$ cat config.mk
export PLATFORM = sky130hd
export DESIGN_NAME = mem_dma_master
export DESIGN_NICKNAME = d
export VERILOG_FILES = /design/src/rtl/mem_dma_master.sv
export SDC_FILE = /design/constraint.sdc
export NUM_CORES = 1
export LEC_CHECK = 0
export CORE_ASPECT_RATIO = 0.8
export CORE_UTILIZATION = 60
export CTS_BUF_LIST = sky130_fd_sc_hd__clkbuf_8
export DETAILED_ROUTE_END_ITERATION = 7
export PLACE_DENSITY = 0.95
export SYNTH_ARGS = -nofsm -noshare
export SYNTH_HDL_FRONTEND = slang
export SYNTH_SLANG_ARGS = --single-unit
$ cat constraint.sdc
create_clock -name clk -period 9.7 [get_ports clk]
set_clock_uncertainty 0.2 [all_clocks]
set_input_delay 1.94 -clock clk [delete_from_list [all_inputs] [get_ports clk]]
set_output_delay 1.94 -clock clk [all_outputs]
set_load 0.05 [all_outputs]
$ cat src/rtl/mem_dma_master.sv
// mem_dma_master: bus initiator on the CPU memory bus.
// Runs block FILL, COPY and VERIFY operations over the word address space,
// so memory init, self-test and IO pokes need no CPU involvement.
// Reads take two cycles because the RAM read port is registered. MREAD is
// held on the same address through RD0 and RD1, and read_data is taken at
// the end of RD1. Each write is a single MWRITE cycle.
module mem_dma_master #(
  parameter int DW = 16,
  parameter int AW = 9,
  parameter int LW = 9
) (
  input  logic          clk,
  input  logic          reset,
  input  logic          start,
  input  logic [1:0]    mode,
  input  logic [AW-1:0] src_addr,
  input  logic [AW-1:0] dst_addr,
  input  logic [LW-1:0] len,
  input  logic [DW-1:0] pattern,
  input  logic          incr,
  output logic [1:0]    mem_cmd,
  output logic [AW-1:0] mem_addr,
  output logic [DW-1:0] write_data,
  input  logic [DW-1:0] read_data,
  output logic          busy,
  output logic          done,
  output logic          illegal,
  output logic [LW-1:0] err_count,
  output logic [AW-1:0] first_err_addr
);

  localparam logic [1:0] MODE_FILL    = 2'b00;
  localparam logic [1:0] MODE_COPY    = 2'b01;
  localparam logic [1:0] MODE_VERIFY  = 2'b10;
  localparam logic [1:0] MODE_ILLEGAL = 2'b11;

  localparam logic [1:0] CMD_NONE  = 2'b00;
  localparam logic [1:0] CMD_READ  = 2'b01;
  localparam logic [1:0] CMD_WRITE = 2'b10;

  localparam logic [2:0] S_IDLE = 3'd0;
  localparam logic [2:0] S_RD0  = 3'd1;
  localparam logic [2:0] S_RD1  = 3'd2;
  localparam logic [2:0] S_WR   = 3'd3;
  localparam logic [2:0] S_DONE = 3'd4;

  logic [2:0]    state;
  logic [2:0]    state_next;

  logic [1:0]    mode_q;
  logic [AW-1:0] src_q;
  logic [AW-1:0] dst_q;
  logic [LW-1:0] len_q;
  logic [DW-1:0] pattern_q;
  logic          incr_q;

  logic [LW-1:0] idx;
  logic [LW-1:0] idx_next;

  logic          accept;
  logic          launch_active;
  logic          is_fill;
  logic          is_copy;
  logic          is_verify;
  logic          last_word;
  logic          word_end;
  logic          mismatch;

  logic [DW-1:0] cur_data;
  logic [DW-1:0] next_data;
  logic [AW-1:0] dst_cur;
  logic [AW-1:0] dst_next;
  logic [AW-1:0] src_next;

  logic [AW-1:0] mem_addr_q;
  logic [DW-1:0] write_data_q;
  logic          illegal_q;
  logic [LW-1:0] err_count_q;
  logic [AW-1:0] first_err_q;

  // Request decode. An accepted start with len=0 or the illegal mode goes
  // straight to DONE and never touches the bus.
  assign accept        = (state == S_IDLE) && start;
  assign launch_active = accept && (mode != MODE_ILLEGAL) && (len != '0);

  assign is_fill   = (mode_q == MODE_FILL);
  assign is_copy   = (mode_q == MODE_COPY);
  assign is_verify = (mode_q == MODE_VERIFY);

  // A word is finished after its WR cycle, or after RD1 when verifying.
  // len_q is never zero while these states are active.
  assign last_word = (idx == len_q - LW'(1));
  assign word_end  = (state == S_WR) || ((state == S_RD1) && is_verify);
  assign idx_next  = idx + LW'(1);

  // Expected or written data for the current word and the next word.
  // Both wrap modulo 2^DW when incrementing.
  assign cur_data  = pattern_q + (incr_q ? DW'(idx) : '0);
  assign next_data = pattern_q + (incr_q ? DW'(idx_next) : '0);

  // Addresses wrap modulo 2^AW, so a run can cross from the top of the map
  // back to zero, or from RAM into I/O space.
  assign dst_cur  = dst_q + AW'(idx);
  assign dst_next = dst_q + AW'(idx_next);
  assign src_next = src_q + AW'(idx_next);

  assign mismatch = (state == S_RD1) && is_verify && (read_data != cur_data);

  // Next-state selection for the transfer sequencer.
  always_comb begin
    state_next = state;
    case (state)
      S_IDLE: begin
        if (accept) begin
          if (!launch_active) begin
            state_next = S_DONE;
          end else if (mode == MODE_FILL) begin
            state_next = S_WR;
          end else begin
            state_next = S_RD0;
          end
        end
      end
      S_RD0: begin
        state_next = S_RD1;
      end
      S_RD1: begin
        if (is_copy) begin
          state_next = S_WR;
        end else if (last_word) begin
          state_next = S_DONE;
        end else begin
          state_next = S_RD0;
        end
      end
      S_WR: begin
        if (last_word) begin
          state_next = S_DONE;
        end else if (is_fill) begin
          state_next = S_WR;
        end else begin
          state_next = S_RD0;
        end
      end
      S_DONE: begin
        state_next = S_IDLE;
      end
      default: begin
        state_next = S_IDLE;
      end
    endcase
  end

  // State register. Reset aborts any operation in progress immediately.
  always_ff @(posedge clk) begin
    if (reset) begin
      state <= S_IDLE;
    end else begin
      state <= state_next;
    end
  end

  // Capture operands on acceptance so input changes while busy are ignored.
  always_ff @(posedge clk) begin
    if (reset) begin
      mode_q    <= MODE_FILL;
      src_q     <= '0;
      dst_q     <= '0;
      len_q     <= '0;
      pattern_q <= '0;
      incr_q    <= 1'b0;
    end else if (accept) begin
      mode_q    <= mode;
      src_q     <= src_addr;
      dst_q     <= dst_addr;
      len_q     <= len;
      pattern_q <= pattern;
      incr_q    <= incr;
    end
  end

  // Word index, advanced at the end of every word except the last.
  always_ff @(posedge clk) begin
    if (reset) begin
      idx <= '0;
    end else if (accept) begin
      idx <= '0;
    end else if (word_end && !last_word) begin
      idx <= idx_next;
    end
  end

  // Bus address register, loaded for the cycle that is about to start.
  always_ff @(posedge clk) begin
    if (reset) begin
      mem_addr_q <= '0;
    end else if (launch_active) begin
      mem_addr_q <= (mode == MODE_COPY) ? src_addr : dst_addr;
    end else if ((state == S_RD1) && is_copy) begin
      mem_addr_q <= dst_cur;
    end else if (word_end && !last_word) begin
      mem_addr_q <= is_copy ? src_next : dst_next;
    end
  end

  // Write data register. It holds its value outside WR. A copy forwards the
  // word read during RD1 straight into the following write.
  always_ff @(posedge clk) begin
    if (reset) begin
      write_data_q <= '0;
    end else if (launch_active && (mode == MODE_FILL)) begin
      write_data_q <= pattern;
    end else if ((state == S_RD1) && is_copy) begin
      write_data_q <= read_data;
    end else if ((state == S_WR) && is_fill && !last_word) begin
      write_data_q <= next_data;
    end
  end

  // Verify results: a saturating mismatch count and the first failing
  // address. Both clear on acceptance and hold after completion.
  always_ff @(posedge clk) begin
    if (reset) begin
      err_count_q <= '0;
      first_err_q <= '0;
    end else if (accept) begin
      err_count_q <= '0;
      first_err_q <= '0;
    end else if (mismatch) begin
      if (err_count_q == '0) begin
        first_err_q <= mem_addr_q;
      end
      if (err_count_q != '1) begin
        err_count_q <= err_count_q + LW'(1);
      end
    end
  end

  // Sticky illegal-mode flag. It is reevaluated on every accepted start.
  always_ff @(posedge clk) begin
    if (reset) begin
      illegal_q <= 1'b0;
    end else if (accept) begin
      illegal_q <= (mode == MODE_ILLEGAL);
    end
  end

  // The bus command is a pure function of state. Reads hold MREAD through
  // both RD0 and RD1.
  always_comb begin
    mem_cmd = CMD_NONE;
    case (state)
      S_RD0:   mem_cmd = CMD_READ;
      S_RD1:   mem_cmd = CMD_READ;
      S_WR:    mem_cmd = CMD_WRITE;
      default: mem_cmd = CMD_NONE;
    endcase
  end

  assign mem_addr       = mem_addr_q;
  assign write_data     = write_data_q;
  assign busy           = (state != S_IDLE);
  assign done           = (state == S_DONE);
  assign illegal        = illegal_q;
  assign err_count      = err_count_q;
  assign first_err_addr = first_err_q;

endmodule

==> summary.txt <==
Layout
  – Share of layout cells above drive strength 1: 5.06%
  – Final instance area: 8120 sq um
  – Filler cells: 846
  – Final net count: 1052
  – FF+latch area: 2040 sq um
  – Multi-input gate area: 4420 sq um
  – Area delta synth->final: 20.2%
  – Most frequent cells in the layout: nand2_1 (142), clkdlybuf4s50_1 (111), dfxtp_1 (102), a21oi_1 (97), nor2_1 (58)
  – N_diodes: 0
  – Most common cell after layout, fill and taps aside: nand2_1

Clocking
  – Setup Buffers After CTS: 0
  – Post-cts resize count: 0
  – Hold Buf Count CTS: 0
  – Clk sink count: 102
  – Clock Latency Late Sink: 0.38 ns
  – Root Buffer: clkbuf_8
  – Worst-case clock buffer depth: 2
  – Reg clk slew, reported paths: 0.09 ns
  – CTS H-tree lvls: 3
  – Cts bufs inserted: 9
  – CTS tree: built

STA
  – Worst hold slack: 0.253 ns
  – Min setup slack post-route: 4.70 ns
  – Slew Limit Headroom: 22.8%
  – TNS Setup: 0 ns
  – Fin crit share: 51.5%
  – # setup viols final: 0
  – RSZ-0062 raised after global routing: false
  – Final Hold Vio Count: 0
  – FMAX: 0.200 GHz
  – Slew Viols, Final: 0
  – Worst slew pin tran: 1.16 ns
  – Final worst path period need: 5.00 ns

Place
  – HPWL after DPL: 13.0 mm
  – Placed Area: 7940 sq um
  – Port Buffers: 112
  – Place WS: 4.54 ns
  – Final Wtd Congestion: 0.910

Route
  – Routed vias/inst: 6.08
  – Drt drc: 0
  – First DRT Iteration DRCs: 630
  – Drt wl/cell: 16.6 um
  – Vias: 6643
  – TritonRoute pass-1 iters: 6
  – ANT nets after route: 0
  – Drt total wl: 18.1 mm

Die
  – CORE AREA: 10900 sq um
  – Die Width: 121 um
  – Die Footprint: 11700 sq um
  – Ports: 113
  – Die Ht: 96.9 um
  – Initial Utilization: 61.8%
  – Num rows: 34

Yosys
  – Syn Inst Count: 860
  – Ys flop type: dfxtp_1
  – Number of synthesized flops with an enable pin: 0
  – Synthesized area per cell: 7.86 sq um
  – Sequential-to-total area share from yosys stat: 30.2%
  – Syn_nets: 968
  – Yosys reg bits: 102
  – YS warnings: 0
  – Synth cell types: 63
  – Netlist Area Pre-Place: 6760 sq um
  – Share of synthesized registers carrying an async set or reset: 0%

Worst setup path
  – Crit path DAT: 5.08 ns
  – Worst setup path category: primary input to register
  – CP required: 9.78 ns
  – Critical path endpoint category: register
  – Worst-path fanout max: 15
  – Reg2Reg Setup Slack: 4.96 ns
  – Startpoint types: primary input

Pwr
  – Maximum VDD drop: 0.0000738 V
  – Pleak: 3.25 nW
  – PD cells: 120 nW/um^2
  – Tot Pwr: 974 uW

GRT
  – Largest net degree at the start of global routing: 75
  – First-pass GRT wire length: 29.1 mm
  – GRT Total Usage: 30.9%
  – Global route overflow: 0
  – Initial antenna violation count: 0
  – Vias in the first global route: 6175

Worst hold path
  – Hold/Removal Path Class: register to register

Run status
  – Status: finished clean

Job
  – Max_cap viols: 0
[cells by family after synthesis]
| group | Yosys count | synth area share [%] |
|---|---|---|
| simple gates | 325 | 22.6 |
| compound gates | 204 | 19.2 |
| flops | 102 | 30.2 |
| buf+inv | 76 | 4.46 |
| xor+xnor | 75 | 9.72 |
| fa+ha+maj | 43 | 8.41 |
| mux | 35 | 5.33 |
[routing by layer]
layer	vias up	GRT usage, %	part of all wire, %
met1	3097	40.1	43
li1	3164	-	-
met5	-	0	0
met4	0	12.0	2.4
met2	336	50.5	46
met3	46	5.78	8.5
[metrics by stage]
| step | cells | util [%] |
|---|---|---|
| after floorplan | 860 | - |
| after global placement | 1077 | 72.6 |
| after detailed placement | 1077 | 72.6 |
| after CTS | 1092 | 74.3 |
| after global routing | 1092 | 74.3 |
| final | 1092 | 74.3 |
[layout make-up]
class	count	share of cell area, %
Clock inverter	5	0.631
Sequential cell	102	25.1
Tap cell	144	2.22
Timing Repair Buffer	121	14.6
Inverter	28	1.29
Clock buffer	10	1.69
Multi-Input combinational cell	682	54.5
[power breakdown]
part           internal (mW)  switching, mW  total, mW
clock network          0.123          0.147      0.270
logic                  0.102          0.136      0.238
registers              0.441         0.0254      0.466
total                  0.666          0.308      0.974
[cell usage after synthesis, drive strengths merged, types with 4 or more instances]
cell type / instances / share of area (%)
a2111oi: 4 / 0.61
a211oi: 8 / 0.89
a21boi: 4 / 0.61
a21o: 12 / 1.3
a21oi: 97 / 7.2
a222oi: 4 / 0.59
a22oi: 11 / 1.2
a31o: 6 / 0.78
and2: 20 / 1.9
and3: 8 / 0.74
buf: 10 / 0.80
clkbuf: 38 / 2.1
dfxtp: 102 / 30
fa: 4 / 1.2
ha: 39 / 7.2
inv: 28 / 1.6
mux2: 8 / 1.3
mux2i: 27 / 4.0
nand2: 142 / 7.9
nand2b: 12 / 1.1
nand3: 24 / 1.8
nand4: 6 / 0.56
nor2: 59 / 3.4
nor2b: 15 / 1.4
nor3: 10 / 0.74
nor4: 5 / 0.46
o211ai: 6 / 0.67
o21a: 4 / 0.44
o21ai: 22 / 1.6
o22ai: 5 / 0.46
or3: 7 / 0.72
xnor2: 47 / 6.1
xor2: 28 / 3.6
[sequential cells by signal (all words and copies together), names as in the netlist]
register,cells
idx,9
illegal,1
src_q,9
first_err_addr,9
mode_q,2
dst_q,9
state,3
len_q,9
incr_q,1
err_count,9
mem_addr,9
write_data,16
pattern_q,16
[worst max-delay path, cell delays in order]
cell and delay (ns):
clkdlybuf4s50_1 0.47, xnor2_1 0.31, nor3_1 0.09, a2111oi_0 0.30, nand4_1 0.18, a2111oi_0 0.61, and4_1 0.36, a21oi_1 0.34
a31o_2 0.37, a21oi_1 0.11
[final timing paths]
path	startpoint	end	cells past startpoint
max reg2reg	idx[0]	first_err_addr[3]	12
min reg2reg	write_data[2]	write_data[2]	2
max	read_data[7]	err_count[6]	10
min	write_data[2]	write_data[2]	2
No activity file was read; power rests on OpenSTA's default activity.
